<file path="src/rtl/asym_bram_fifo_ctrl.sv">
// asym_bram_fifo_ctrl
// FIFO controller for an external asymmetric BRAM with a narrow write port and
// a wide, 1-cycle registered read port. Narrow words stream in on s_*, wide
// words stream out on m_* through a 2-entry output buffer.
//
// Handshakes: a transfer happens on a rising clk edge where valid && ready are
// both high; valid never waits on ready, and m_data is held while
// m_valid && !m_ready.
//
// Optional feature: define ASYM_FIFO_FLUSH_EN to add flush/flush_done and the
// RUN/PAD state machine that zero-pads a partial wide word.
module asym_bram_fifo_ctrl #(
    parameter int WRITE_DATA_WIDTH = 16,
    parameter int READ_DATA_WIDTH  = 32,
    parameter int WRITE_ADDR_WIDTH = 11,
    parameter int READ_ADDR_WIDTH  = 10
) (
    input  logic                          clk,
    input  logic                          rst,
    input  logic                          s_valid,
    output logic                          s_ready,
    input  logic [WRITE_DATA_WIDTH-1:0]   s_data,
    output logic                          m_valid,
    input  logic                          m_ready,
    output logic [READ_DATA_WIDTH-1:0]    m_data,
    output logic [WRITE_ADDR_WIDTH:0]     level,
    output logic                          ram_wce,
    output logic [WRITE_ADDR_WIDTH-1:0]   ram_wa,
    output logic [WRITE_DATA_WIDTH-1:0]   ram_wd,
    output logic                          ram_rce,
    output logic [READ_ADDR_WIDTH-1:0]    ram_ra,
    input  logic [READ_DATA_WIDTH-1:0]    ram_rq
`ifdef ASYM_FIFO_FLUSH_EN
    ,
    input  logic                          flush,
    output logic                          flush_done
`endif
);

    localparam int WDW   = WRITE_DATA_WIDTH;
    localparam int RDW   = READ_DATA_WIDTH;
    localparam int WAW   = WRITE_ADDR_WIDTH;
    localparam int RAW   = READ_ADDR_WIDTH;
    // Narrow words per wide word (1, 2 or 4); WAW - RAW is its log2.
    localparam int RATIO = RDW / WDW;
    localparam int LOG2R = WAW - RAW;
    localparam logic [WAW:0] DEPTH_L = {1'b1, {WAW{1'b0}}};

    logic [WAW-1:0] wptr_q, wptr_d;
    logic [RAW-1:0] rptr_q, rptr_d;
    logic [WAW:0]   level_q, level_d;
    logic           inflight_q, inflight_d;
    logic [1:0]     buf_cnt_q, buf_cnt_d;
    logic [RDW-1:0] buf0_q, buf0_d;
    logic [RDW-1:0] buf1_q, buf1_d;

    logic           has_space;
    logic           in_run;
    logic           pad_wr;
    logic           wr_en;
    logic           pop;
    logic           issue;
    logic [WAW-1:0] rd_narrow;
    logic [WAW-1:0] unissued;
    logic [WAW-1:0] avail;
    logic [2:0]     occ_after;

`ifdef ASYM_FIFO_FLUSH_EN
    typedef enum logic {ST_RUN = 1'b0, ST_PAD = 1'b1} state_t;

    localparam logic [WAW-1:0] LANE_MASK = WAW'(RATIO - 1);

    state_t state_q, state_d;
    logic   flush_done_q, flush_done_d;
    logic   flush_pend_q, flush_pend_d;
    logic   flush_req;
    logic   aligned_next;
`endif

    // Write side: accept narrow words while not full and not padding.
    always_comb begin
        has_space = (level_q < DEPTH_L);
`ifdef ASYM_FIFO_FLUSH_EN
        in_run = (state_q == ST_RUN);
        pad_wr = !rst && (state_q == ST_PAD) && has_space;
`else
        in_run = 1'b1;
        pad_wr = 1'b0;
`endif
        s_ready = !rst && has_space && in_run;
        wr_en   = s_valid && s_ready;
        ram_wce = wr_en || pad_wr;
        ram_wa  = wptr_q;
        ram_wd  = pad_wr ? '0 : s_data;
        wptr_d  = ram_wce ? (wptr_q + WAW'(1)) : wptr_q;
    end

    // Read side: issue a wide read when a full group is stored and the buffer
    // will still have room for the returning word.
    always_comb begin
        m_valid   = !rst && (buf_cnt_q != 2'd0);
        m_data    = buf0_q;
        pop       = m_valid && m_ready;
        rd_narrow = WAW'(rptr_q) << LOG2R;
        unissued  = wptr_q - rd_narrow;
        avail     = unissued >> LOG2R;
        occ_after = {1'b0, buf_cnt_q} + {2'b00, inflight_q} - {2'b00, pop};
        issue     = !rst && (avail != '0) && (occ_after < 3'd2);
        ram_rce   = issue;
        ram_ra    = rptr_q;
        rptr_d    = issue ? (rptr_q + RAW'(1)) : rptr_q;
        inflight_d = issue;
    end

    // Occupancy: +1 per narrow write, -RATIO per wide pop.
    always_comb begin
        level_d = level_q;
        if (ram_wce) begin
            level_d = level_d + (WAW+1)'(1);
        end
        if (pop) begin
            level_d = level_d - (WAW+1)'(RATIO);
        end
        level = level_q;
    end

    // Two-entry output buffer: returning RAM data enters behind the head.
    always_comb begin
        buf_cnt_d = buf_cnt_q;
        buf0_d    = buf0_q;
        buf1_d    = buf1_q;
        case ({inflight_q, pop})
            2'b01: begin
                buf0_d    = buf1_q;
                buf_cnt_d = buf_cnt_q - 2'd1;
            end
            2'b10: begin
                if (buf_cnt_q == 2'd0) begin
                    buf0_d = ram_rq;
                end else begin
                    buf1_d = ram_rq;
                end
                buf_cnt_d = buf_cnt_q + 2'd1;
            end
            2'b11: begin
                if (buf_cnt_q == 2'd1) begin
                    buf0_d = ram_rq;
                end else begin
                    buf0_d = buf1_q;
                    buf1_d = ram_rq;
                end
            end
            default: begin
            end
        endcase
    end

`ifdef ASYM_FIFO_FLUSH_EN
    // Flush FSM: pad zero words until the write pointer sits on a group boundary.
    always_comb begin
        state_d      = state_q;
        flush_done_d = 1'b0;
        flush_pend_d = flush_pend_q;
        flush_req    = flush || flush_pend_q;
        aligned_next = ((wptr_d & LANE_MASK) == '0);
        case (state_q)
            ST_RUN: begin
                if (flush_req) begin
                    if (aligned_next) begin
                        flush_done_d = 1'b1;
                        flush_pend_d = 1'b0;
                    end else if (has_space) begin
                        state_d      = ST_PAD;
                        flush_pend_d = 1'b0;
                    end else begin
                        flush_pend_d = 1'b1;
                    end
                end
            end
            ST_PAD: begin
                if (pad_wr && aligned_next) begin
                    state_d      = ST_RUN;
                    flush_done_d = 1'b1;
                end
            end
            default: begin
                state_d = ST_RUN;
            end
        endcase
        flush_done = flush_done_q && !rst;
    end

    // Flush FSM state register.
    always_ff @(posedge clk) begin
        if (rst) begin
            state_q      <= ST_RUN;
            flush_done_q <= 1'b0;
            flush_pend_q <= 1'b0;
        end else begin
            state_q      <= state_d;
            flush_done_q <= flush_done_d;
            flush_pend_q <= flush_pend_d;
        end
    end
`endif

    // Pointer, occupancy and buffer registers; reset drops everything in flight.
    always_ff @(posedge clk) begin
        if (rst) begin
            wptr_q     <= '0;
            rptr_q     <= '0;
            level_q    <= '0;
            inflight_q <= 1'b0;
            buf_cnt_q  <= 2'd0;
            buf0_q     <= '0;
            buf1_q     <= '0;
        end else begin
            wptr_q     <= wptr_d;
            rptr_q     <= rptr_d;
            level_q    <= level_d;
            inflight_q <= inflight_d;
            buf_cnt_q  <= buf_cnt_d;
            buf0_q     <= buf0_d;
            buf1_q     <= buf1_d;
        end
    end

endmodule

</file>
<file path="config.mk">
export PLATFORM = sky130hd
export DESIGN_NAME = asym_bram_fifo_ctrl
export DESIGN_NICKNAME = d
export VERILOG_FILES = /design/src/rtl/asym_bram_fifo_ctrl.sv
export SDC_FILE = /design/constraint.sdc
export NUM_CORES = 1
export LEC_CHECK = 0
export CORE_AREA = 3 3 102 104
export DETAILED_ROUTE_END_ITERATION = 12
export DIE_AREA = 0 0 105 107
export MAX_ROUTING_LAYER = met4
export PLACE_DENSITY = 0.85
export SLEW_MARGIN = 10
export SYNTH_ARGS = -nofsm -noshare
export SYNTH_HDL_FRONTEND = slang
export SYNTH_SLANG_ARGS = --single-unit
</file>
<file path="constraint.sdc">
create_clock -name clk -period 6.5 [get_ports clk]
set_input_delay 0.65 -clock clk [delete_from_list [all_inputs] [get_ports clk]]
set_output_delay 0.65 -clock clk [all_outputs]
set_load 0.05 [all_outputs]
</file>
# ---- Word-level counts from Yosys, hierarchy flattened
# Cells that the tools add are included.
dict set report word_totals {
  reg_bits 100
  word_cells 49
}
dict set report op_classes {
  addsub 9
  magnitude_cmp 2
  eq_ne 7
  mux 9
  reduce_logical 15
}
# operator count
set ops {}
lappend ops {{two-way mux 32 bit} 4}
lappend ops {{one-hot mux 32 bit (3 select lines)} 1}
lappend ops {{one-hot mux 32 bit (2 select lines)} 1}
lappend ops {{two-way mux 12 bit} 2}
lappend ops {{adder 12 x 1 -> 12 bit, second input constant} 1}
lappend ops {{less-than comparator 12 bit, second input constant} 1}
lappend ops {{subtractor 12 x 2 -> 12 bit, second input constant} 1}
lappend ops {{adder 11 x 1 -> 11 bit, second input constant} 1}
lappend ops {{nonzero test 11 bit} 1}
lappend ops {{subtractor 11 bit} 1}
lappend ops {{adder 10 x 1 -> 10 bit, second input constant} 1}
lappend ops {{logical AND 1 bit} 6}
lappend ops {{!= test 2 bit, second input constant} 3}
lappend ops {{nonzero test 2 bit} 3}
lappend ops {{== test 2 x 1 -> 1 bit, second input constant} 2}
lappend ops {{== test 2 bit, second input constant} 2}
lappend ops {{one-hot mux 2 bit (2 select lines)} 1}
lappend ops {{adder 2 x 1 -> 3 bit} 1}
lappend ops {{less-than comparator 3 x 2 -> 1 bit, second input constant} 1}
lappend ops {{AND reduction 3 bit} 1}
lappend ops {{nonzero test 3 bit} 1}
lappend ops {{subtractor 3 x 1 -> 3 bit} 1}
lappend ops {{adder 2 x 1 -> 2 bit, second input constant} 1}
lappend ops {{zero test 2 bit} 1}
lappend ops {{3 further kinds} 3}

# ---- Depth between registers and ports, before layout
# Gate-level depths: netlist of run 1.
dict set report depth {
  depth_word 6
  depth_mapped 14
  ltp_nobuf 13
}

# ---- Worst setup path before layout of run 1
# OpenSTA, ideal clock, no wires.
dict set report synth_timing {
  path_type {in2out}
  from {input rst}
  to {output ram_rce}
  arrival_time_ns 3.985
  required_time_ns 5.850
  slack_ns 1.865
  stages 10
  path_buffers 2
  path_cell_list {buf_2 > nor2_1 > and2_1 > clkbuf_1 > ha_1 > nor2_1 > fa_1 > nand2b_1 > a21oi_2 > nor2b_1}
}
dict set report synth_via {
  elab_chain_cells 6
  word_cells_on_any_way 7
}
# element line_no
set synth_rtl {}
lappend synth_rtl {{from (decl)} 19} ;# input logic rst,
lappend synth_rtl {{zero test 1 bit} 101} ;# m_valid = !rst && (buf_cnt_q != 2'd0);
lappend synth_rtl {{logical AND 1 bit} 101}
lappend synth_rtl {{named net m_valid} 23} ;# output logic m_valid,
lappend synth_rtl {{logical AND 1 bit} 103} ;# pop = m_valid && m_ready;
lappend synth_rtl {{subtractor 3 x 1 -> 3 bit} 107} ;# occ_after = {1'b0, buf_cnt_q} + {2'b00, inflight_q} - {2'b00, pop};
lappend synth_rtl {{less-than comparator 3 x 2 -> 1 bit} 108} ;# issue = !rst && (avail != '0) && (occ_after < 3'd2);
lappend synth_rtl {{logical AND 1 bit} 108}
lappend synth_rtl {{to (decl)} 30} ;# output logic ram_rce,
# The timed path passes the listed nets, and every way through them passes these cells.

# ---- Worst setup path in the final report of run 1
dict set report layout_timing {
  from {register buf_cnt_q[0]}
  to {output ram_rce}
}
dict set report layout_via {
  elab_chain_cells 6
  word_cells_on_any_way 7
}
# element line_no
set layout_rtl {}
lappend layout_rtl {{from (decl)} 53} ;# logic [1:0] buf_cnt_q, buf_cnt_d;
lappend layout_rtl {{from (signal assigned)} 222} ;# buf_cnt_q <= buf_cnt_d;
lappend layout_rtl {{parallel branches: the longest is 3 deep, another holds adder 2 x 1 -> 3 bit} -}
lappend layout_rtl {{subtractor 3 x 1 -> 3 bit (*)} 107}
lappend layout_rtl {{less-than comparator 3 x 2 -> 1 bit (*)} 108}
lappend layout_rtl {{logical AND 1 bit (*)} 108}
# Every way passes the cells marked *.

==> results.toml, run 1 <==
[drt]
post-route-drc-count = 0
drt_iter0_markers = 208
postRouteAntennaNets = 0
vias = 4398
drt-wirelength-per-cell_um = 15.0
wirelength_mm = 12.0
viasPerCell = 5.50
dr.pass1.iters = 4

[finish]
fin_cells = 800
final_cell_mix = "clkdlybuf4s50_1 (103), dfxtp_1 (100), nand2_1 (83), nor2_1 (76), a21oi_1 (44)"
finalNetCount = 734
diodes = 0
final_cell_area_um2 = 6190
drive_gt1_share_pct = 6.30
final_common_cell = "clkdlybuf4s50_1"
area_growth_pct = 24.1

[global_route]
grtUsageTotal_pct = 22.3
grt_pass1_wl_mm = 20.4
grt_max_degree = 72
grt_overflow = 0
antenna_found_initial = 0
first_global_vias = 4432

[power]
ir_drop_mv = 0.319
p_seq_share_pct = 31.5
power.total_w = 0.00282
p_int_w = 0.00147
switching_share_pct = 48.1
power.density_nw_per_um2 = 456
cellLeakagePower_nw = 2.23
clock_power_share_pct = 14.2
comb_power_share_pct = 54.4
p_switching_w = 0.00136

[floorplanning]
die_w_um = 105
io_pins = 137
num_rows = 36
die_y_um = 107
core_um2 = 9640
start_util_pct = 51.8
die_area_um2 = 11200

[yosys]
netlist.area_leader.share_pct = 40.1
synth_edf_count = 0
netlist_instances = 593
ys_warn_count = 0
yosysUniqueCellTypes = 59
synth_seq_cells = 100
synth.avg_cell_area_um2 = 8.41
ys_seq_area_share_pct = 40.1
synth_flop_cell = "dfxtp_1"
synthArstFlopShare_pct = 0
synth_nets = 665
yosysTopAreaCell = "dfxtp_1"
synthesis.area_um2 = 4990
yosys-top-cells-area = "dfxtp_1 (40%), nand2_1 (6.2%), nor2_1 (5.7%)"

[clock_network]
cts-buffers-inserted = 9
clock_latency_ns = 0.36
cts_resized = 0
cts_sinks = 100
cts_max_path_buffers = 2
path_clk_slew_ns = 0.10
cts_setup_buffers = 0
clk_root_buffer_cell = "clkbuf_8"
cts_max_level = 3
postCtsHoldBufs = 0
cts_tree = "yes"

[place]
gp_congestion = 0.891
dpl.hpwl_mm = 8.54
dp_cells = 784
io_buffers = 104
post_dp_cell_area_um2 = 5990

[timing]
skew_ns = 0.0138
max_freq_mhz = 215
relSlewSlack_pct = 27.7
rsz0062_at_grt = "no"
finalMaxSlewViolations = 0
whs_ns = 0.459
period_minus_slack_ns = 4.65
fin_tns_setup_ns = 0
worst_slew_pin_slew_ns = 1.08
final_hold_viol_count = 0
setup_violations = 0
finalCritPeriodShare_pct = 71.6

[critical_path]
worst_setup_path_end_kind = "output pin"
crit_arrival_ns = 4.00
crit_family = "adder cells"
critPathLaunchType = "register"
crit_chain = "inv_1 -> ha_1 -> nor2_1 -> and2_1 -> ha_1 -> nor2_1 -> fa_1 -> nand2b_1 -> a21oi_2 -> nor2b_1 -> clkdlybuf4s50_1"
required_ns = 5.85
slowest_delay_ns = 0.81
slowest_stage = "clkdlybuf4s50_1"
path_max_fanout = 7
path_class = "register to output pin"
worstSetupStartpoint = "buf_cnt_q[0]"
reg2reg_from = "buf_cnt_q[0]"
crit_buf_inv = 2

[outcome]
status = "finished, final reports clean"

[min_path]
min_from = "buf1_q[23]"
hold_class = "register to register"

[run]
cap_violations = 0
-- registers in the layout, indices dropped and copies added, names as in the netlist --
| name | flops |
|---|---|
| ram_ra | 10 |
| inflight_q | 1 |
| buf1_q | 32 |
| m_data | 32 |
| ram_wa | 11 |
| level | 12 |
| buf_cnt_q | 2 |
-- through the flow --
step	setup WS, ns	util (%)
3_3_place_gp	2.08	62.1
6_report	1.85	64.2
2_1_floorplan	1.87	-
4_1_cts	1.83	64.2
5_1_grt	1.66	64.2
3_5_place_dp	1.96	62.1
-- cells in the mapped netlist (3+ instances only) --
library cell  instances
nor2b_1               6
dfxtp_1             100
and3_1                8
nand3_1               9
or3_1                 5
and2_1                3
a21o_1                8
a21oi_1              46
nand2b_1              4
a211oi_1             33
nor2_1               76
o21ai_0               5
inv_1                17
mux2i_1               3
nand4_1               9
a22oi_1              32
xnor2_1              20
o21ai_1               3
buf_4                16
clkbuf_1             29
nor3_1                3
xor2_1               17
ha_1                 19
nand2_1              83
-- path summary, 6_finish.rpt --
| check | depth (start not counted) | slack, ns | end |
|---|---|---|---|
| worst max-delay path | 11 | 1.85 | ram_rce |
| worst max register to register | 13 | 3.14 | ram_ra[8] |
| worst min register to register | 2 | 0.46 | buf1_q[23] |
| worst min-delay path | 2 | 0.46 | buf1_q[23] |
-- power by group through the flow --
stage	Combinational, W	Clock (W)	Sequential, W
finish	0.00153	0.000399	0.000888
global route	0.00167	0.000436	0.000907
CTS	0.00154	0.000410	0.000888
detailed placement	0.00154	0	0.000900
global placement	0.00149	0	0.000891
floorplan	0.000780	0	0.00124
-- layout make-up --
| class | count | area (um2) |
|---|---|---|
| Timing Repair Buffer | 107 | 1060 |
| Clock buffer | 9 | 124 |
| Sequential cell | 100 | 2000 |
| Tap cell | 133 | 166 |
| Fill cell | 857 | 3450 |
| Inverter | 19 | 71.3 |
| Clock inverter | 7 | 76.3 |
| Multi-Input combinational cell | 425 | 2690 |
-- worst min-delay path: cells and delay by family, from the launching register on --
| kind | cells | cell delay [ns] |
|---|---|---|
| flops | 1 | 0.32 |
| compound gates | 1 | 0.05 |
| simple gates | 1 | 0.05 |
-- cells by family after synthesis --
family,after synthesis,synth area share (%)
muxes,7,1.63
and+or+nand+nor,215,19.5
adders and majority gates,20,5.17
buffers and inverters,68,6.50
AOI/OAI and AO/OA,146,20.6
xor gates and xnor gates,37,6.50
DFF,100,40.1
-- per-layer routing --
| metal | wire (um) | GRT usage, % |
|---|---|---|
| met2 | 6040 | 39.2 |
| met5 | 0 | - |
| met3 | 526 | 5.06 |
| met1 | 5230 | 25.6 |
| met4 | 174 | 6.47 |
Note: power is estimated with default switching activity, not from simulation.
==> inputs of run 2 (changes only) <==
- CORE_AREA: 3 3 102 104 -> 3 3 105 107
- DIE_AREA: 0 0 105 107 -> 0 0 108 110
- PLACE_DENSITY: 0.85 -> 0.8
- clock period: 6.5 -> 4.65 ns (I/O delays scaled with it)
==> results.toml, run 2 (synthesis gave the netlist of run 1 again) <==
[outcome]
status = "finished, final reports clean"

[place]
io_buffers = 104
pre_cts_ws_ns = 1.07
gp_congestion = 0.855
dpl.hpwl_mm = 8.24

[critical_path]
r2r_end = "ram_ra[9]"
required_ns = 4.18
path_max_fanout = 7
rrSetupSlack_ns = 1.27
critPathLaunchType = "register"
reg2reg_from = "buf_cnt_q[1]"
crit_arrival_ns = 3.47
ff2ff_path_depth = 13
path_class = "register to output pin"
worst_setup_path_end_kind = "output pin"

[min_path]
hold_end = "level[8]"
hold_class = "primary input to register"
whs_path_depth = 2
min_from = "rst"

[power]
p_seq_share_pct = 31.6
switching_share_pct = 47.5
power.density_nw_per_um2 = 636
cellLeakagePower_nw = 2.23
clock_power_share_pct = 13.8
ir_drop_mv = 0.396
power.total_w = 0.00394
comb_power_share_pct = 54.7
p_switching_w = 0.00187
p_int_w = 0.00207

[drt]
dr.pass1.iters = 5
post-route-drc-count = 0
wirelength_mm = 11.6
drt_iter0_markers = 203
drt-wirelength-per-cell_um = 14.5
vias = 4368
viasPerCell = 5.44
postRouteAntennaNets = 0

[timing]
max_freq_mhz = 254
rsz0062_at_grt = "no"
skew_ns = 0.00919
whs_ns = 0.445
finalCritPeriodShare_pct = 84.6
final_hold_viol_count = 0
period_minus_slack_ns = 3.93
finalMaxSlewViolations = 0
worst_slew_pin_slew_ns = 1.14
fin_tns_setup_ns = 0
fin_ws_ns = 0.716
relSlewSlack_pct = 24.0
setup_violations = 0

[finish]
finalNetCount = 734
final_cell_mix = "clkdlybuf4s50_1 (102), dfxtp_1 (100), nand2_1 (83), nor2_1 (76), a21oi_1 (44)"
area_growth_pct = 24.2
final_common_cell = "clkdlybuf4s50_1"
diodes = 0
drive_gt1_share_pct = 6.45

[global_route]
first_global_vias = 4247
grtUsageTotal_pct = 20.4
grt_pass1_wl_mm = 19.3
antenna_found_initial = 0
grt_max_degree = 83
grt_overflow = 0

[floorplanning]
core_um2 = 10200
start_util_pct = 48.8
die_w_um = 108
die_y_um = 110
num_rows = 37
io_pins = 137
die_area_um2 = 11900

[run]
cap_violations = 0

[clock_network]
postCtsHoldBufs = 0
cts_sinks = 100
cts_max_level = 3
clk_root_buffer_cell = "clkbuf_8"
cts_tree = "yes"
cts_resized = 0
clock_latency_ns = 0.37
cts_max_path_buffers = 2
path_clk_slew_ns = 0.10
cts-buffers-inserted = 9
cts_setup_buffers = 0
## run 2: power by group through the flow
stage	logic [W]	clock network, W	registers (W)
6_report	0.00215	0.000542	0.00124
5_1_grt	0.00233	0.000591	0.00127
4_1_cts	0.00216	0.000558	0.00124
3_5_place_dp	0.00216	0	0.00126
3_3_place_gp	0.00210	0	0.00125
2_1_floorplan	0.00109	0	0.00174
## run 2: cell type report
cell class / instances / area [um2]
inverter: 19 / 71.3
multi-input combinational: 425 / 2690
timing repair buffer: 107 / 1070
sequential: 100 / 2000
clock buffer: 10 / 138
clock inverter: 6 / 53.8
fill: 890 / 4040
tap: 136 / 170
## run 2: stage by stage
step	std cells	util (%)	instance area, um2
after CTS	803	60.6	6200
after global placement	787	58.7	6000
after global routing	803	60.6	6200
final	803	60.6	6200
after detailed placement	787	58.7	6000
after floorplan	593	-	4990
## run 2: worst max-delay path by stage
stage | from | to | slack [ns] | cells after the start
6_report | buf_cnt_q[1] | ram_rce | 0.72 | 11
5_1_grt | buf_cnt_q[1] | ram_rce | 0.47 | 11
4_1_cts | buf_cnt_q[1] | ram_rce | 0.69 | 11
3_5_place_dp | rst | ram_rce | 1.07 | 10
3_3_place_gp | m_ready | ram_rce | 1.18 | 9
2_1_floorplan | buf_cnt_q[1] | ram_rce | 0.37 | 11
## run 2: worst max-delay path, cell delays in order, from the launching register on
cell and delay [ns]:
dfxtp_1 0.38, inv_1 0.10, ha_1 0.22, nor2_1 0.22, and2_1 0.28, ha_1 0.28, nor2_1 0.14, fa_1 0.55
nand2b_1 0.21, a21oi_2 0.27, nor2b_1 0.28, buf_12 0.17
## run 2: per-layer routing
metal / global-route usage (%) / wire length [um] / part of all wire (%)
met1: 23.7 / 5030 / 43
met2: 35.9 / 5860 / 50
met3: 3.49 / 578 / 5.0
met4: 7.12 / 181 / 1.6
met5: - / 0 / 0
